<file path="config.mk">
export PLATFORM = sky130hd
export DESIGN_NAME = instr_fetcher
export DESIGN_NICKNAME = d
export VERILOG_FILES = /design/src/rtl/gpu_pkg.sv /design/src/rtl/icache_dm.sv /design/src/rtl/instr_fetcher.sv
export SDC_FILE = /design/constraint.sdc
export NUM_CORES = 1
export LEC_CHECK = 0
export ABC_AREA = 1
export BUFFER_PORTS_ARGS = -buffer_cell sky130_fd_sc_hd__buf_2
export CORE_ASPECT_RATIO = 0.6
export CORE_MARGIN = 1.5
export CORE_UTILIZATION = 40
export CTS_CLUSTER_DIAMETER = 50
export DETAILED_ROUTE_END_ITERATION = 8
export PLACE_DENSITY_LB_ADDON = 0.25
export SYNTH_ARGS = -nofsm -noshare
export SYNTH_HDL_FRONTEND = slang
export SYNTH_SLANG_ARGS = --single-unit
</file>
<file path="constraint.sdc">
create_clock -name clk -period 1.85 [get_ports clk]
set_input_delay 0.0925 -clock clk [delete_from_list [all_inputs] [get_ports clk]]
set_output_delay 0.0925 -clock clk [all_outputs]
set_load 0.01 [all_outputs]
</file>
<file path="src/rtl/gpu_pkg.sv">
// Shared encodings and default widths for the core scheduler and its per-core units.
package gpu_pkg;

    localparam int DEFAULT_ADDR_BITS = 8;
    localparam int DEFAULT_DATA_BITS = 16;
    localparam int DEFAULT_ICACHE_LINES = 16;

    typedef enum logic [2:0] {
        CORE_IDLE    = 3'b000,
        CORE_FETCH   = 3'b001,
        CORE_DECODE  = 3'b010,
        CORE_REQUEST = 3'b011,
        CORE_WAIT    = 3'b100,
        CORE_EXECUTE = 3'b101,
        CORE_UPDATE  = 3'b110,
        CORE_DONE    = 3'b111
    } core_state_t;

    typedef enum logic [2:0] {
        FETCHER_IDLE     = 3'b000,
        FETCHER_FETCHING = 3'b001,
        FETCHER_FETCHED  = 3'b010
    } fetcher_state_t;

endpackage

</file>
<file path="src/rtl/icache_dm.sv">
// Direct-mapped instruction cache: combinational hit lookup, single fill port,
// synchronous active-low clear of the valid bits.
module icache_dm
    import gpu_pkg::*;
#(
    parameter int ADDR_BITS = DEFAULT_ADDR_BITS,
    parameter int DATA_BITS = DEFAULT_DATA_BITS,
    parameter int LINES     = DEFAULT_ICACHE_LINES
) (
    input  logic                 clk,
    input  logic                 reset,
    input  logic [ADDR_BITS-1:0] lookup_addr,
    output logic                 hit,
    output logic [DATA_BITS-1:0] hit_data,
    input  logic                 fill_en,
    input  logic [ADDR_BITS-1:0] fill_addr,
    input  logic [DATA_BITS-1:0] fill_data
);

    localparam int IDX_BITS = $clog2(LINES);
    localparam int TAG_BITS = ADDR_BITS - IDX_BITS;
    localparam int TAG_W    = (TAG_BITS > 0) ? TAG_BITS : 1;

    logic [LINES-1:0]     valid_q, valid_d;
    logic [TAG_W-1:0]     tag_q  [LINES];
    logic [TAG_W-1:0]     tag_d  [LINES];
    logic [DATA_BITS-1:0] data_q [LINES];
    logic [DATA_BITS-1:0] data_d [LINES];

    logic [IDX_BITS-1:0] lookup_idx;
    logic [IDX_BITS-1:0] fill_idx;
    logic [TAG_W-1:0]    lookup_tag;
    logic [TAG_W-1:0]    fill_tag;

    assign lookup_idx = lookup_addr[IDX_BITS-1:0];
    assign fill_idx   = fill_addr[IDX_BITS-1:0];

    // A cache as large as the address space has no tag bits; every valid line matches.
    generate
        if (TAG_BITS > 0) begin : g_tag
            assign lookup_tag = lookup_addr[ADDR_BITS-1:IDX_BITS];
            assign fill_tag   = fill_addr[ADDR_BITS-1:IDX_BITS];
        end else begin : g_no_tag
            assign lookup_tag = '0;
            assign fill_tag   = '0;
        end
    endgenerate

    always_comb begin
        hit      = valid_q[lookup_idx] && (tag_q[lookup_idx] == lookup_tag);
        hit_data = data_q[lookup_idx];
    end

    always_comb begin
        valid_d = valid_q;
        tag_d   = tag_q;
        data_d  = data_q;
        if (fill_en) begin
            valid_d[fill_idx] = 1'b1;
            tag_d[fill_idx]   = fill_tag;
            data_d[fill_idx]  = fill_data;
        end
    end

    always_ff @(posedge clk) begin
        if (!reset) begin
            valid_q <= '0;
        end else begin
            valid_q <= valid_d;
        end
    end

    // Tag and data contents are meaningless while their valid bit is clear.
    always_ff @(posedge clk) begin
        tag_q  <= tag_d;
        data_q <= data_d;
    end

endmodule

</file>
<file path="src/rtl/instr_fetcher.sv">
// Instruction fetch unit answering the scheduler's FETCH phase over a valid/ready memory read.
// Define INSTR_FETCHER_ICACHE_EN to build in the direct-mapped instruction cache.
module instr_fetcher
    import gpu_pkg::*;
#(
    parameter int PROGRAM_MEM_ADDR_BITS = DEFAULT_ADDR_BITS,
    parameter int PROGRAM_MEM_DATA_BITS = DEFAULT_DATA_BITS,
    parameter int ICACHE_LINES          = DEFAULT_ICACHE_LINES
) (
    input  logic                             clk,
    input  logic                             reset,
    input  logic [2:0]                       core_state,
    input  logic [PROGRAM_MEM_ADDR_BITS-1:0] current_pc,
    output logic                             mem_read_valid,
    output logic [PROGRAM_MEM_ADDR_BITS-1:0] mem_read_address,
    input  logic                             mem_read_ready,
    input  logic [PROGRAM_MEM_DATA_BITS-1:0] mem_read_data,
    output logic [2:0]                       fetcher_state,
    output logic [PROGRAM_MEM_DATA_BITS-1:0] instruction
);

    localparam logic [2:0] ST_IDLE     = FETCHER_IDLE;
    localparam logic [2:0] ST_FETCHING = FETCHER_FETCHING;
    localparam logic [2:0] ST_FETCHED  = FETCHER_FETCHED;

    logic [2:0]                       state_q, state_d;
    logic                             valid_q, valid_d;
    logic [PROGRAM_MEM_ADDR_BITS-1:0] addr_q, addr_d;
    logic [PROGRAM_MEM_DATA_BITS-1:0] instr_q, instr_d;

    logic                             cache_hit;
    logic [PROGRAM_MEM_DATA_BITS-1:0] cache_data;

`ifdef INSTR_FETCHER_ICACHE_EN
    logic cache_fill;

    // The line is filled from the latched request address, not the live PC.
    assign cache_fill = (state_q == ST_FETCHING) && mem_read_ready;

    icache_dm #(
        .ADDR_BITS (PROGRAM_MEM_ADDR_BITS),
        .DATA_BITS (PROGRAM_MEM_DATA_BITS),
        .LINES     (ICACHE_LINES)
    ) u_icache (
        .clk         (clk),
        .reset       (reset),
        .lookup_addr (current_pc),
        .hit         (cache_hit),
        .hit_data    (cache_data),
        .fill_en     (cache_fill),
        .fill_addr   (addr_q),
        .fill_data   (mem_read_data)
    );
`else
    assign cache_hit  = 1'b0;
    assign cache_data = '0;
`endif

    always_comb begin
        state_d = state_q;
        valid_d = valid_q;
        addr_d  = addr_q;
        instr_d = instr_q;
        case (state_q)
            ST_IDLE: begin
                if (core_state == CORE_FETCH) begin
                    if (cache_hit) begin
                        instr_d = cache_data;
                        state_d = ST_FETCHED;
                    end else begin
                        valid_d = 1'b1;
                        addr_d  = current_pc;
                        state_d = ST_FETCHING;
                    end
                end
            end
            ST_FETCHING: begin
                if (mem_read_ready) begin
                    instr_d = mem_read_data;
                    valid_d = 1'b0;
                    state_d = ST_FETCHED;
                end
            end
            ST_FETCHED: begin
                if (core_state == CORE_DECODE) begin
                    state_d = ST_IDLE;
                end
            end
            default: begin
                valid_d = 1'b0;
                state_d = ST_IDLE;
            end
        endcase
    end

    always_ff @(posedge clk) begin
        if (!reset) begin
            state_q <= ST_IDLE;
            valid_q <= 1'b0;
            addr_q  <= '0;
            instr_q <= '0;
        end else begin
            state_q <= state_d;
            valid_q <= valid_d;
            addr_q  <= addr_d;
            instr_q <= instr_d;
        end
    end

    assign fetcher_state    = state_q;
    assign mem_read_valid   = valid_q;
    assign mem_read_address = addr_q;
    assign instruction      = instr_q;

endmodule

</file>
---- Word-level counts from Yosys, hierarchy flattened ----
Cells that the tools add are included.
storage, ports and cells
  bits in latches ......................... 0
  word-level logic and storage cells ...... 24
  RAM bits ................................ 0
  memories kept ........................... 0
  bits of input ports ..................... 30
  memory bits (read-only) ................. 0
  register bits ........................... 28
operators by class
  add/sub/neg operators ................... 0
  div/mod/pow operators ................... 0
  reduce and logical (&&, ||, !) cells .... 5
  multipliers ............................. 0
  $lt $le $gt $ge ......................... 0
  muxes and demuxes ....................... 7
  bitwise logic cells ..................... 1
  equality and inequality tests ........... 7
  shift-type cells ........................ 0
operators with widths
  kind                number
  $mux 3              3
  $pmux 3 s3          1
  $eq 3x1->1 const B  2
  $eq 3x2->1 const B  2
  $ne 2x2->1 const B  3
  $reduce_and 3->1    2
  $reduce_and 2->1    2
  $logic_not 3->1     1
  $pmux 1 s3          1
  $mux 1              2
  $not 1->1           1

---- Longest topological paths before layout ----
  depth after elaboration ................. 3
  depth in mapped cells ................... 5
  depth with buffers taken out ............ 5

---- Worst setup path before layout ----
Ideal clock, no wire load.
  path type ............................... register to register
  start point ............................. reg state_q[1] (netlist: fetcher_state[1])
  end point ............................... reg instr_q[14] (netlist: instruction[14])
  setup time .............................. 69 ps
  slack ................................... 775 ps
  data arrival time ....................... 1006 ps
  cell stages (with the launch flop) ...... 6
  cell sequence ........................... dfxtp_1 -> inv_2 -> nand3_4 -> buf_8 -> nand2_1 -> a21oi_2
on the way
  word-level cells in the longest chain between the ends .. 2
ends and longest elaborated chain
  element                            line                  text
  start: declaration                 instr_fetcher.sv:26   logic [2:0] state_q, state_d;
  start signal: assignment           instr_fetcher.sv:103  state_q <= state_d;
  $eq 3x1->1                         instr_fetcher.sv:64   case (state_q)
  $reduce_and 2->1 (no source line)  n/a
  end signal: assignment             instr_fetcher.sv:106  instr_q <= instr_d;
  end: declaration                   instr_fetcher.sv:29   logic [PROGRAM_MEM_DATA_BITS-1:0] instr_q, instr_d;
No other way between the ends.
A chain may end at the register's enable or synchronous reset.

---- Final worst setup path ----
  start point ............................. reg state_q[0] (netlist: fetcher_state[0])
  end point ............................... out fetcher_state[0]
RTL lines
  element           line                 text
  end: declaration  instr_fetcher.sv:18  output logic [2:0] fetcher_state,
No word-level cell between the ends.

==> out/metrics.cfg <==
[route]
ant_nets = 0
wire_per_inst_um = 11.9
vias = 1163
drt_wl_total_mm = 2.85
drt_iter0_markers = 54
drtPass1Iterations = 6
viasPerCell = 4.85
drc = 0

[clock_tree]
numCtsBuffers = 3
cts_resized = 0
cts_root_buffer = clkbuf_8
ctsHoldBuffers = 0
cts.clk_slew.worst_paths_ns = 0.09
cts_buffer_depth = 2
cts_tree = built
clk_latency_ns = 0.27
post_cts_buffers = 0
cts.sinks = 27
htree_num_levels = 1

[worst_setup_path]
path_delay_family = flip-flops
slowest_delay_ns = 0.65
cp.required_ns = 1.76
critPathBufInv = 2
cp_max_fo = 12
rr_worst_depth = 3
r2r_end = instruction[12]
rrSetupSlack_ns = 0.52
crit_chain = buf_4 -> buf_2
crit_path_start_kind = flop
worstSetupEndpointType = primary output
crit_type = reg -> out
cp_slowest_cell = dfxtp_1
r2r_start = fetcher_state[0]
cp.arrival_ns = 1.35
timing.critical_path.from = fetcher_state[0]

[placement]
port_buffers = 56
place_hpwl_mm = 2.13
place_congestion = 0.829
post-place-ws_ns = 0.541

[synth]
ys_seq_area_share_pct = 43.7
syn_nets = 177
ys_ff_latch = 27
syn_area_per_cell_um2 = 8.42
ys_types = 26
ys_warn_count = 0
syn-cell-area_um2 = 1240
syn_inst = 147

[floorplanning]
die_w_um = 74.8
rows = 15
pin_count = 58
die_h_um = 46.1
die_area_um2 = 3450
coreArea_um2 = 2910
initial_core_util_pct = 42.5

[min_path]
min_path_cells = 3
min_from = mem_read_data[14]
hp-class = in -> reg
holdPathEnd = instruction[14]

[timing]
slew_headroom_pct = 63.7
worst_slew_pin_slew_ns = 0.541
grt_setup_unrepaired = false
setup-tns-final_ns = 0
period_share_pct = 78.1
holdWs_ns = 0.0893
skew_ns = 0.00411
setup_viol = 0
hold_viol = 0
fin_crit_ns = 1.44
fin_ws_ns = 0.405
maxSlewViolCount = 0
max_clock_freq_ghz = 0.692

[global_route]
grt_max_degree = 20
globalRoute.totalOverflow = 0
first_global_vias = 1042
grt_pass1_wl_mm = 4.60
antenna_found_initial = 0
grtUsageTotal_pct = 17.6

[power_and_ir_drop]
power_w = 0.00109
internal-power_w = 0.000809
leakagePower_nw = 0.719
peakVddDrop_mv = 0.460
p_comb_share_pct = 13.4
power_switching_w = 0.000277
clkPwrFrac_pct = 30.3
power_frac_seq_pct = 56.4
netSwitchingFraction_pct = 25.5
powerDensity_nw_per_um2 = 710

[run]
max_cap_viol_count = 0

[finish]
drive_above_1_share_pct = 43.4
antenna_cells = 0
areaGrowthSynthToFinish_pct = 23.7
nNetsFinal = 229
utilization_pct = 52.6

[run_status]
status = finished clean

[metrics by stage]
step	area, µm²	instances
after detailed placement	1480	236
after CTS	1530	240
final	1530	240
after global placement	1480	236
after floorplan	1240	147
after global routing	1530	240
[how the worst max path moves through the flow]
stage | end | slack, ns | depth (start not counted)
final | fetcher_state[0] | 0.41 | 2
after global routing | fetcher_state[0] | 0.31 | 2
after CTS | fetcher_state[0] | 0.41 | 2
after detailed placement | instruction[12] | 0.54 | 3
after global placement | instruction[14] | 0.61 | 3
after floorplan | instruction[14] | 0.77 | 5
[Yosys cell counts (all sizes together)]
library cell,n,area (µm²)
clkinv,1,3.75
nand2,25,114
nand3,5,37.5
inv,14,55.1
nor2,19,118
clkbuf,1,3.75
dfxtp,27,541
conb,1,3.75
a21oi,19,103
nand3b,1,7.51
o21ai,1,5.00
nand4,24,156
buf,9,90.1
[state kept, by name (all words and copies together) (netlist names)]
name              flops
instruction          16
mem_read_address      8
fetcher_state         2
mem_read_valid        1
[worst reg2reg max path: stages, from the launching register on]
cell and delay [ns]:
dfxtp_1 0.65, nand3_4 0.33, nand2_1 0.15, a21oi_1 0.07
[area by class of cell]
class / count / area (µm²)
Sequential cell: 27 / 541
Fill cell: 296 / 1380
Tap cell: 42 / 52.6
Clock inverter: 1 / 5.00
Multi-Input combinational cell: 95 / 544
Inverter: 15 / 58.8
Timing Repair Buffer: 57 / 288
Clock buffer: 3 / 41.3
[power groups by stage]
stage | clock network [W] | registers [W] | logic (W)
finish | 0.000329 | 0.000612 | 0.000145
global placement | 0 | 0.000625 | 0.000142
detailed placement | 0 | 0.000626 | 0.000145
floorplan | 0 | 0.000632 | 0.0000874
global route | 0.000372 | 0.000615 | 0.000161
CTS | 0.000344 | 0.000612 | 0.000145
[per-layer routing]
metal  routed length [µm]  global-route usage (%)
met5                    0                       0
met4                   21                    4.36
met2                 1260                    29.3
met3                  203                    4.81
met1                 1360                    23.1
[cells in the final DEF, fill, tap and decap left out]
cell type,n
o21ai_0,1
nand2_2,8
nor2_2,9
a21oi_1,17
nand3b_1,1
inv_1,12
nand4_2,1
dfxtp_1,27
nor2_8,1
nand3_1,4
nand4_1,23
clkinv_1,1
inv_4,1
clkbuf_8,3
nand3_4,1
clkinv_2,1
inv_2,1
buf_2,56
conb_1,1
buf_4,1
nand2_1,17
nor2_1,8
a21oi_2,2
nor2_4,1
[cells by family after synthesis]
family                 count (synthesis)  synth area share [%]
buffers and inverters                 25                  12.3
flip-flops                            27                  43.7
other                                  1                 0.303
AO/OA/AOI/OAI                         20                  8.70
AND/OR/NAND/NOR                       74                  35.0
Power figures use the tool's default switching activity.
